File: src/rtl/fifo_write_arbiter_if.sv
// Write-side bus between the requesters, the arbiter and the FIFO.
// slave: arbiter view; master: requester/FIFO (environment) view.
`timescale 1ns/1ps
interface fifo_write_arbiter_if #(
   parameter int NUM_REQ    = 4,
   parameter int DATA_WIDTH = 8
);
   logic [NUM_REQ-1:0]            req_valid;
   logic [NUM_REQ-1:0]            req_ready;
   logic [NUM_REQ*DATA_WIDTH-1:0] req_data;
   logic [NUM_REQ-1:0]            req_last;
   logic                          fifo_valid;
   logic                          fifo_ready;
   logic                          fifo_almost_full;
   logic [DATA_WIDTH-1:0]         fifo_data;

   modport slave (
      input  req_valid, req_data, req_last,
      input  fifo_ready, fifo_almost_full,
      output req_ready, fifo_valid, fifo_data
   );

   modport master (
      output req_valid, req_data, req_last,
      output fifo_ready, fifo_almost_full,
      input  req_ready, fifo_valid, fifo_data
   );
endinterface

File: src/rtl/fifo_write_arbiter.sv
// Round-robin packet arbiter for the async_fifo write port.
// Ports: clock, reset_n (async low); bus (slave modport:
// req_valid/req_ready/req_data/req_last in, fifo_valid/
// fifo_data out, fifo_ready/fifo_almost_full in); grant
// (one-hot), busy, timeout_error (one-cycle pulse).
// Optional macro FIFO_ARBITER_TIMEOUT_EN: abort a packet
// after TIMEOUT idle cycles of the granted requester.
`timescale 1ns/1ps
module fifo_write_arbiter #(
   parameter int NUM_REQ    = 4,
   parameter int DATA_WIDTH = 8,
   parameter int TIMEOUT    = 16
) (
   input  logic               clock,
   input  logic               reset_n,
   fifo_write_arbiter_if.slave bus,
   output logic [NUM_REQ-1:0] grant,
   output logic               busy,
   output logic               timeout_error
);
   localparam int IDX_W = $clog2(NUM_REQ);

   typedef enum logic {
      IDLE   = 1'b0,
      PACKET = 1'b1
   } state_t;

   state_t             state;
   state_t             state_nx;
   logic [NUM_REQ-1:0] grant_nx;
   logic [IDX_W-1:0]   cur_idx;
   logic [IDX_W-1:0]   cur_idx_nx;
   logic [IDX_W-1:0]   last_idx;
   logic [IDX_W-1:0]   last_idx_nx;
   logic [IDX_W-1:0]   sel_idx;
   logic [IDX_W-1:0]   cand;
   logic               sel_found;
   logic               g_valid;
   logic               g_last;
   logic               xfer;
   logic               abort;

   generate
      if (NUM_REQ < 2 || NUM_REQ > 8 ||
          TIMEOUT < 2 || TIMEOUT > 255) begin : g_bad
         $error("fifo_write_arbiter: bad parameter");
      end
   endgenerate

   assign g_valid = bus.req_valid[cur_idx];
   assign g_last  = bus.req_last[cur_idx];
   assign xfer    = (state == PACKET) & g_valid
                  & bus.fifo_ready;

   // Scan starts one past the last winner, wrapping.
   always_comb begin
      sel_found = 1'b0;
      sel_idx   = '0;
      cand      = '0;
      for (int k = 1; k <= NUM_REQ; k++) begin
         cand = IDX_W'((int'(last_idx) + k) % NUM_REQ);
         if (!sel_found && bus.req_valid[cand]) begin
            sel_found = 1'b1;
            sel_idx   = cand;
         end
      end
   end

`ifdef FIFO_ARBITER_TIMEOUT_EN
   localparam logic [7:0] TO_LAST = 8'(TIMEOUT - 1);

   logic [7:0] idle_cnt;
   logic [7:0] idle_cnt_nx;

   // Abort on the edge where the count would reach TIMEOUT.
   assign abort = (state == PACKET) & ~g_valid
                & (idle_cnt == TO_LAST);

   always_comb begin
      idle_cnt_nx = '0;
      if (state == PACKET && !g_valid)
         idle_cnt_nx = idle_cnt + 8'd1;
   end
`else
   assign abort         = 1'b0;
   assign timeout_error = 1'b0;
`endif

   always_ff @(posedge clock or negedge reset_n) begin
      if (!reset_n) begin
         state    <= IDLE;
         grant    <= '0;
         cur_idx  <= '0;
         last_idx <= IDX_W'(NUM_REQ - 1);
`ifdef FIFO_ARBITER_TIMEOUT_EN
         idle_cnt      <= '0;
         timeout_error <= 1'b0;
`endif
      end else begin
         state    <= state_nx;
         grant    <= grant_nx;
         cur_idx  <= cur_idx_nx;
         last_idx <= last_idx_nx;
`ifdef FIFO_ARBITER_TIMEOUT_EN
         idle_cnt      <= idle_cnt_nx;
         timeout_error <= abort;
`endif
      end
   end

   always_comb begin
      state_nx    = state;
      grant_nx    = grant;
      cur_idx_nx  = cur_idx;
      last_idx_nx = last_idx;
      unique case (state)
         IDLE: begin
            if (sel_found && !bus.fifo_almost_full) begin
               state_nx          = PACKET;
               grant_nx          = '0;
               grant_nx[sel_idx] = 1'b1;
               cur_idx_nx        = sel_idx;
            end
         end
         PACKET: begin
            if ((xfer && g_last) || abort) begin
               state_nx    = IDLE;
               grant_nx    = '0;
               last_idx_nx = cur_idx;
            end
         end
         default: ;
      endcase
   end

   // Pass-through: no data register on this path.
   always_comb begin
      busy           = (state == PACKET);
      bus.fifo_valid = 1'b0;
      bus.fifo_data  = '0;
      bus.req_ready  = '0;
      if (state == PACKET) begin
         bus.fifo_valid         = g_valid;
         bus.fifo_data          =
            bus.req_data[cur_idx*DATA_WIDTH +: DATA_WIDTH];
         bus.req_ready[cur_idx] = bus.fifo_ready;
      end
   end
endmodule

File: src/flat_wrapper.sv
// flat-port wrapper written by rule: the top's interface ports become plain ports
module fifo_write_arbiter_flat 
#(
   parameter int NUM_REQ    = 4,
   parameter int DATA_WIDTH = 8,
   parameter int TIMEOUT    = 16
)
  (clock, reset_n, grant, busy, timeout_error, bus_req_valid, bus_req_data, bus_req_last, bus_fifo_ready, bus_fifo_almost_full, bus_req_ready, bus_fifo_valid, bus_fifo_data);
  fifo_write_arbiter_if #(.NUM_REQ(NUM_REQ), .DATA_WIDTH(DATA_WIDTH)) bus_i ();
  input  logic clock;
  input  logic reset_n;
  output logic [NUM_REQ-1:0] grant;
  output logic busy;
  output logic timeout_error;
  input wire logic [$bits(bus_i.req_valid)-1:0] bus_req_valid;
  input wire logic [$bits(bus_i.req_data)-1:0] bus_req_data;
  input wire logic [$bits(bus_i.req_last)-1:0] bus_req_last;
  input wire logic [$bits(bus_i.fifo_ready)-1:0] bus_fifo_ready;
  input wire logic [$bits(bus_i.fifo_almost_full)-1:0] bus_fifo_almost_full;
  output wire logic [$bits(bus_i.req_ready)-1:0] bus_req_ready;
  output wire logic [$bits(bus_i.fifo_valid)-1:0] bus_fifo_valid;
  output wire logic [$bits(bus_i.fifo_data)-1:0] bus_fifo_data;
  assign bus_i.req_valid = bus_req_valid;
  assign bus_i.req_data = bus_req_data;
  assign bus_i.req_last = bus_req_last;
  assign bus_i.fifo_ready = bus_fifo_ready;
  assign bus_i.fifo_almost_full = bus_fifo_almost_full;
  assign bus_req_ready = bus_i.req_ready;
  assign bus_fifo_valid = bus_i.fifo_valid;
  assign bus_fifo_data = bus_i.fifo_data;
  fifo_write_arbiter #(.NUM_REQ(NUM_REQ), .DATA_WIDTH(DATA_WIDTH), .TIMEOUT(TIMEOUT)) u_core (.clock(clock), .reset_n(reset_n), .bus(bus_i), .grant(grant), .busy(busy), .timeout_error(timeout_error));
endmodule
File: config.mk
export PLATFORM = sky130hd
export DESIGN_NAME = fifo_write_arbiter_flat
export DESIGN_NICKNAME = d
export VERILOG_FILES = /design/src/rtl/fifo_write_arbiter_if.sv /design/src/rtl/fifo_write_arbiter.sv /design/src/flat_wrapper.sv
export SDC_FILE = /design/constraint.sdc
export NUM_CORES = 1
export LEC_CHECK = 0
export BUFFER_PORTS_ARGS = -buffer_cell sky130_fd_sc_hd__buf_2
export CAP_MARGIN = 0
export CORE_UTILIZATION = 38
export DETAILED_ROUTE_END_ITERATION = 16
export PLACE_DENSITY = 0.84
export SETUP_SLACK_MARGIN = 0.1
export SYNTH_ARGS = -nofsm -noshare
export SYNTH_HDL_FRONTEND = slang
export SYNTH_SLANG_ARGS = --single-unit
File: constraint.sdc
create_clock -name clock -period 2.6 [get_ports clock]
set_input_delay 0.52 -clock clock [delete_from_list [all_inputs] [get_ports clock]]
set_output_delay 0.52 -clock clock [all_outputs]
set_load 0.02 [all_outputs]
==> results of run 1 <==
==> per-layer routing <==
metal | up-vias | routed length [µm] | part of all wire
li1 | 396 | - | -
met1 | 396 | 773 | 0.36
met2 | 55 | 1050 | 0.49
met3 | 2 | 295 | 0.14
met4 | 0 | 17 | 0.0080
met5 | - | 0 | 0
==> cell usage in the layout (no fill, tap or decap), types with 2 or more instances in the layout <==
master / count
mux2_4: 2
inv_1: 2
o32ai_1: 2
a21o_1: 2
nand2_1: 4
dfstp_2: 2
and2_1: 9
nor2_1: 8
mux4_2: 9
dfrtp_1: 6
a32o_1: 2
mux2i_1: 3
nand3b_1: 2
clkbuf_4: 3
buf_2: 61
==> state kept, by name, indices dropped and copies added, names as in the netlist <==
signal	flops
u_core.last_idx	2
u_core.grant	4
u_core.cur_idx	2
u_core.busy	1
==> final cells by class <==
cell class	instances	area share
timing repair buffer	61	0.270
clock buffer	3	0.0199
multi-input combinational	57	0.467
tap	27	0.0298
inverter	2	0.00663
sequential	9	0.202
clock inverter	1	0.00442
==> worst max-delay path by stage <==
stage	cells after the start	start	slack, ns	to
3_3_place_gp	3	u_core.cur_idx[0]$_DFFE_PN0P_	0.44	bus_fifo_valid
5_1_grt	3	u_core.cur_idx[0]$_DFFE_PN0P_	0.22	bus_fifo_valid
2_1_floorplan	3	u_core.cur_idx[0]$_DFFE_PN0P_	0.70	bus_fifo_data[0]
6_report	3	u_core.cur_idx[0]$_DFFE_PN0P_	0.33	bus_fifo_valid
3_5_place_dp	3	u_core.cur_idx[0]$_DFFE_PN0P_	0.37	bus_fifo_valid
4_1_cts	3	u_core.cur_idx[0]$_DFFE_PN0P_	0.29	bus_fifo_valid
==> power by group through the flow <==
stage          registers (W)  logic (W)  clock network, W
4_1_cts             0.000362   0.000753          0.000112
2_1_floorplan       0.000305   0.000596                 0
5_1_grt             0.000377   0.000822          0.000119
6_report            0.000356   0.000751          0.000110
3_5_place_dp        0.000363   0.000751                 0
3_3_place_gp        0.000351   0.000732                 0
==> cell usage after synthesis (2+ instances only) <==
master / n
mux2i_1: 3
dfstp_2: 2
mux4_2: 9
a21o_1: 2
nor2_1: 8
and2_1: 9
buf_2: 3
o32ai_1: 2
nand3b_1: 2
nand2_1: 4
mux2_4: 2
dfrtp_1: 7
a32o_1: 2
inv_1: 2
==> per-stage QoR <==
step | area [µm²] | hold slack [ns]
3_5_place_dp | 1100 | 0.378
6_report | 1130 | 0.0859
3_3_place_gp | 1100 | 0.371
2_1_floorplan | 795 | 0.224
4_1_cts | 1130 | 0.0893
5_1_grt | 1130 | 0.0965
==> logic make-up (layout without fill, tap and decap cells) <==
| kind of cell | after synthesis | count (layout) | share of synthesized area |
|---|---|---|---|
| buffers and inverters | 8 | 67 | 0.0472 |
| and+or+nand+nor | 27 | 27 | 0.180 |
| muxes | 15 | 15 | 0.345 |
| DFF | 9 | 9 | 0.287 |
| AOI/OAI and AO/OA | 14 | 14 | 0.137 |
| other | 1 | 1 | 0.00472 |
==> worst register-to-register path, cell delays in order (launching register included) <==
cell	delay (ns)
dfrtp_2	0.57
mux4_2	0.59
and2_4	0.19
mux2_4	0.29
==> flow_summary.ini, run 1 <==
[run_status]
status = finished clean

[setup_path]
r2r_end = u_core.last_idx[0]$_DFFE_PN1P_
cp.arrival_ns = 1.75
critical_path_required_ns = 2.08
reg2reg_depth = 3
path_class = flop to primary output
cp_slowest_cell = mux4_2
cp-start-kind = flop
path_max_fanout = 13
path_delay_family = multiplexers
slowest_delay_ns = 0.58
worstPathCellList = mux4_2, and2_1, buf_2
r2r_slack_ns = 0.89
r2r_start = u_core.cur_idx[0]$_DFFE_PN0P_
path_buf_inv = 1
endpoint_kind = primary output

[logic_synthesis]
syn_area_per_cell_um2 = 10.7
synth_warnings = 0
synth_cell_types = 31
ys_dominant_reg_cell = dfrtp_1
syn_nets = 118
synth_area_um2 = 795
yosysSeqAreaShare = 0.287
synth_edf_count = 0
syn_inst = 74
ys_async_sr_fraction = 1.00
yosysTopAreaCell = mux4_2
synth-seq-cells = 9
synth_area_leaders = mux4_2 26%, dfrtp_1 22%, and2_1 7.1%
synth_top_area_share = 0.255

[cts]
h-tree-depth = 1
clk_pin_slew_ns = 0.06
cts_tree = built
clkSinkCount = 9
ctsLongestPathBuffers = 2
cts_hold_buffers = 0
post-cts-setup-buffer-count = 0
cts-root-buf = clkbuf_4
clk_latency_ns = 0.27
cts_buffers = 3
cts.repair.resized = 1

[cells_and_area]
final_util = 0.577
seq_area_um2 = 229
areaGrowthSynthToFinish_pct = 42.5
multi_input_area_um2 = 529
drive_gt1_frac = 0.617
nFillCells = 188
num-nets-final = 178
layout.cells.non_filler = 160
n_antenna_cell = 0

[power]
p_total_w = 0.00122
comb_power_share = 0.617
seqPwrFrac = 0.292
p_per_area_nw_per_um2 = 1070
sw_frac_of_total = 0.454
p_int_w = 0.000664
pwr-share-clk = 0.090
switchingPower_w = 0.000552
ir_drop_uv = 656
leakagePower_nw = 0.575

[sta]
worst_pin_slew_ns = 0.583
finalSetupViolCount = 0
rsz0062_at_grt = false
period_needed_ns = 2.27
period_share = 0.874
hold_viol_final = 0
setup_tns_ns = 0
setup_ws_ns = 0.328
slew_violations = 0
max_clock_freq_ghz = 0.440
relSlewSlack = 0.612
clock_skew_ns = 0.00346

[floorplan]
core_um2 = 1960
initial_core_util = 0.405
rows = 16
die_x_um = 47.7
die-area_um2 = 2280
die_y_um = 47.7
ios = 63

[global_routing]
met2_usage = 0.354
top_usage_layer = met2
grt_pass1_vias = 715
grt_util_met3 = 0.0717
gr-usage-met1 = 0.161
grt_pass1_wl_um = 2800
grt-ovfl-total = 0
antenna_found_initial = 0
grtUsageTotal = 0.177
grt_max_degree = 17

[route]
drtPass1Iterations = 4
first_iter_violations = 9
ant_nets = 0
avgViaCountPerCell = 5.31
drc_errors = 0
drt-total-wl_um = 2140
vias = 849
avgRoutedWirePerCell_um = 13.4

[hold_path]
hold_path_class = input pin to async pin

[placed_design]
io_buffers = 61
place_ws_ns = 0.371
gp_congestion = 0.812
dpl.cell_count = 156
dp_hpwl_um = 1760

[job]
maxCapViolCount = 0
(Power assumes the default switching activity.)
==> run 2: changes to the inputs <==
--- a/config.mk
+++ b/config.mk
@@ -6,9 +6,10 @@
 export NUM_CORES = 1
 export LEC_CHECK = 0
+export ABC_AREA = 1
 export BUFFER_PORTS_ARGS = -buffer_cell sky130_fd_sc_hd__buf_2
 export CAP_MARGIN = 0
 export CORE_UTILIZATION = 38
 export DETAILED_ROUTE_END_ITERATION = 16
-export PLACE_DENSITY = 0.84
+export PLACE_DENSITY = 0.77
 export SETUP_SLACK_MARGIN = 0.1
 export SYNTH_ARGS = -nofsm -noshare
==> constraint.sdc (replaced) <==
create_clock -name clock -period 2.6 [get_ports clock]
set_input_delay 0.52 -clock clock [delete_from_list [all_inputs] [get_ports clock]]
set_output_delay 0.52 -clock clock [all_outputs]
set_load 0.1 [all_outputs]
==> flow_summary.ini, run 2 <==
[cts]
cts_buffers = 3
h-tree-depth = 1
clk_pin_slew_ns = 0.06
cts-root-buf = clkbuf_4
clkSinkCount = 9
ctsLongestPathBuffers = 2
cts_hold_buffers = 0
post-cts-setup-buffer-count = 0
clk_latency_ns = 0.26
cts_tree = built

[setup_path]
reg2reg_depth = 8
endpoint_kind = primary output
crit_top_cell = inv_2
r2r_start = u_core.last_idx[0]$_DFFE_PN1P_
r2r_end = u_core.grant[2]$_DFFE_PN0P_
cp-start-kind = flop
critical_path_required_ns = 2.08
path_buf_inv = 3
path_class = flop to primary output
cp_slowest_cell = dfrtp_2
path_max_fanout = 12
worstPathCellList = inv_2, nand2_1, inv_2, a22oi_1, a31oi_4, buf_12
path_delay_family = flip-flops
r2r_slack_ns = 0.90
cp.arrival_ns = 1.78
crit_cells = 6
slowest_delay_ns = 0.48

[cells_and_area]
num-nets-final = 262
areaGrowthSynthToFinish_pct = 54.9
n_antenna_cell = 0
seq_area_um2 = 231
largest_reg_flops = 4
layout_common_cells = 52 x buf_2, 34 x nand2_1, 27 x nand3_1
drive_gt1_frac = 0.535
reg_top3 = u_core.grant (4), u_core.cur_idx (2), u_core.last_idx (2)
nFillCells = 222
layout_commonest_cell = buf_2
multi_input_area_um2 = 846
regMostFlops = u_core.grant

[placed_design]
dp_hpwl_um = 2510
gp_congestion = 0.847
io_buffers = 61

[run_status]
status = finished clean

[logic_synthesis]
yosys-top-cells-count = 34 x nand2_1, 27 x nand3_1, 11 x nand2_2
synth_top_area_share = 0.164
yosysTopAreaCell = dfrtp_1
synth_area_um2 = 1070
syn_nets = 202
syn_area_per_cell_um2 = 6.75
ys_dominant_reg_cell = dfrtp_1
syn_inst = 158
yosysSeqAreaShare = 0.214
synth_area_leaders = dfrtp_1 16%, nand3_1 13%, nand2_1 12%
yosysMostFrequentCell = nand2_1
synth_warnings = 0
synth_cell_types = 31
synth_edf_count = 0
ys_async_sr_fraction = 1.00
synth-seq-cells = 9

[route]
route.met2.wl_um = 1520
avgViaCountPerCell = 5.20
avgRoutedWirePerCell_um = 12.2
drtPass1Iterations = 4
wl_met3_um = 233
first_iter_violations = 20
vias = 1285
drc_errors = 0
drt-total-wl_um = 3020
topRoutingLayerUsed = met4
ant_nets = 0
drt-met1-wl_um = 1240

[sta]
hold_viol_final = 0
period_needed_ns = 2.30
period_share = 0.886
finalSetupViolCount = 0
setup_tns_ns = 0
rsz0062_at_grt = false
clock_skew_ns = 0.00600
slew_violations = 0
max_clock_freq_ghz = 0.434

[global_routing]
grt_max_degree = 13
grt-ovfl-total = 0
grt_pass1_vias = 1088
antenna_found_initial = 0
grtUsageTotal = 0.207
grt_pass1_wl_um = 4550

[floorplan]
initial_core_util = 0.415
die_x_um = 55.0
ios = 63
die-area_um2 = 3020
core_um2 = 2570
rows = 18
die_y_um = 55.0

[job]
maxCapViolCount = 0

[hold_path]
hold_path_class = input pin to async pin
-- run 2: layout make-up --
| type | instances | share of cell area |
|---|---|---|
| inverter | 17 | 0.0455 |
| tap | 30 | 0.0227 |
| multi-input combinational | 125 | 0.512 |
| clock buffer | 4 | 0.0159 |
| timing repair buffer | 62 | 0.264 |
| sequential | 9 | 0.140 |
-- run 2: kinds of logic after synthesis --
| group | share of synthesized area |
|---|---|
| simple gates | 0.504 |
| compound gates | 0.160 |
| buf+inv | 0.120 |
| flops | 0.214 |
| other cells | 0.00352 |
-- run 2: worst max path at each step --
stage,start,slack [ns],end
after global placement,u_core.cur_idx[0]$_DFFE_PN0P_,0.47,bus_fifo_valid
after detailed placement,u_core.cur_idx[0]$_DFFE_PN0P_,0.40,bus_fifo_data[3]
after floorplan,u_core.busy$_DFF_PN0_,0.28,bus_req_ready[0]
after global routing,u_core.cur_idx[0]$_DFFE_PN0P_,0.13,bus_fifo_data[2]
after CTS,u_core.cur_idx[0]$_DFFE_PN0P_,0.10,bus_fifo_data[3]
final,u_core.cur_idx[0]$_DFFE_PN0P_,0.30,bus_fifo_data[3]
-- run 2: stage by stage --
step           hold slack (ns)   util  area, µm²  instances  worst slack [ns]
2_1_floorplan            0.224      -       1200        158             0.279
3_3_place_gp             0.375  0.631       1620        243             0.470
3_5_place_dp             0.378  0.631       1620        243             0.395
4_1_cts                 0.0952  0.641       1650        247             0.103
5_1_grt                  0.107  0.643       1650        247             0.133
6_report                0.0894  0.643       1650        247             0.297
-- run 2: worst register-to-register path: cells and delay by family, from the launching register on --
kind | cells | cell delay [ns]
AND/OR/NAND/NOR | 7 | 0.84
flip-flops | 1 | 0.68
buffers and inverters | 1 | 0.05
-- run 2: repair_timing --
action,4_1_cts,5_1_grt
setup endpoints to repair,0,9
hold endpoints to repair,0,0
gates resized for setup,0,4
-- run 2: per-layer routing --
| metal | global-route usage | vias to the layer above |
|---|---|---|
| met1 | 0.241 | 576 |
| met2 | 0.390 | 53 |
| met5 | 0 | - |
| met3 | 0.0301 | 3 |
| li1 | - | 653 |
| met4 | 0.0500 | 0 |
Power of run 2 is not shown: default switching activity piles up to over one toggle a cycle in this logic, so the estimate is an artifact.
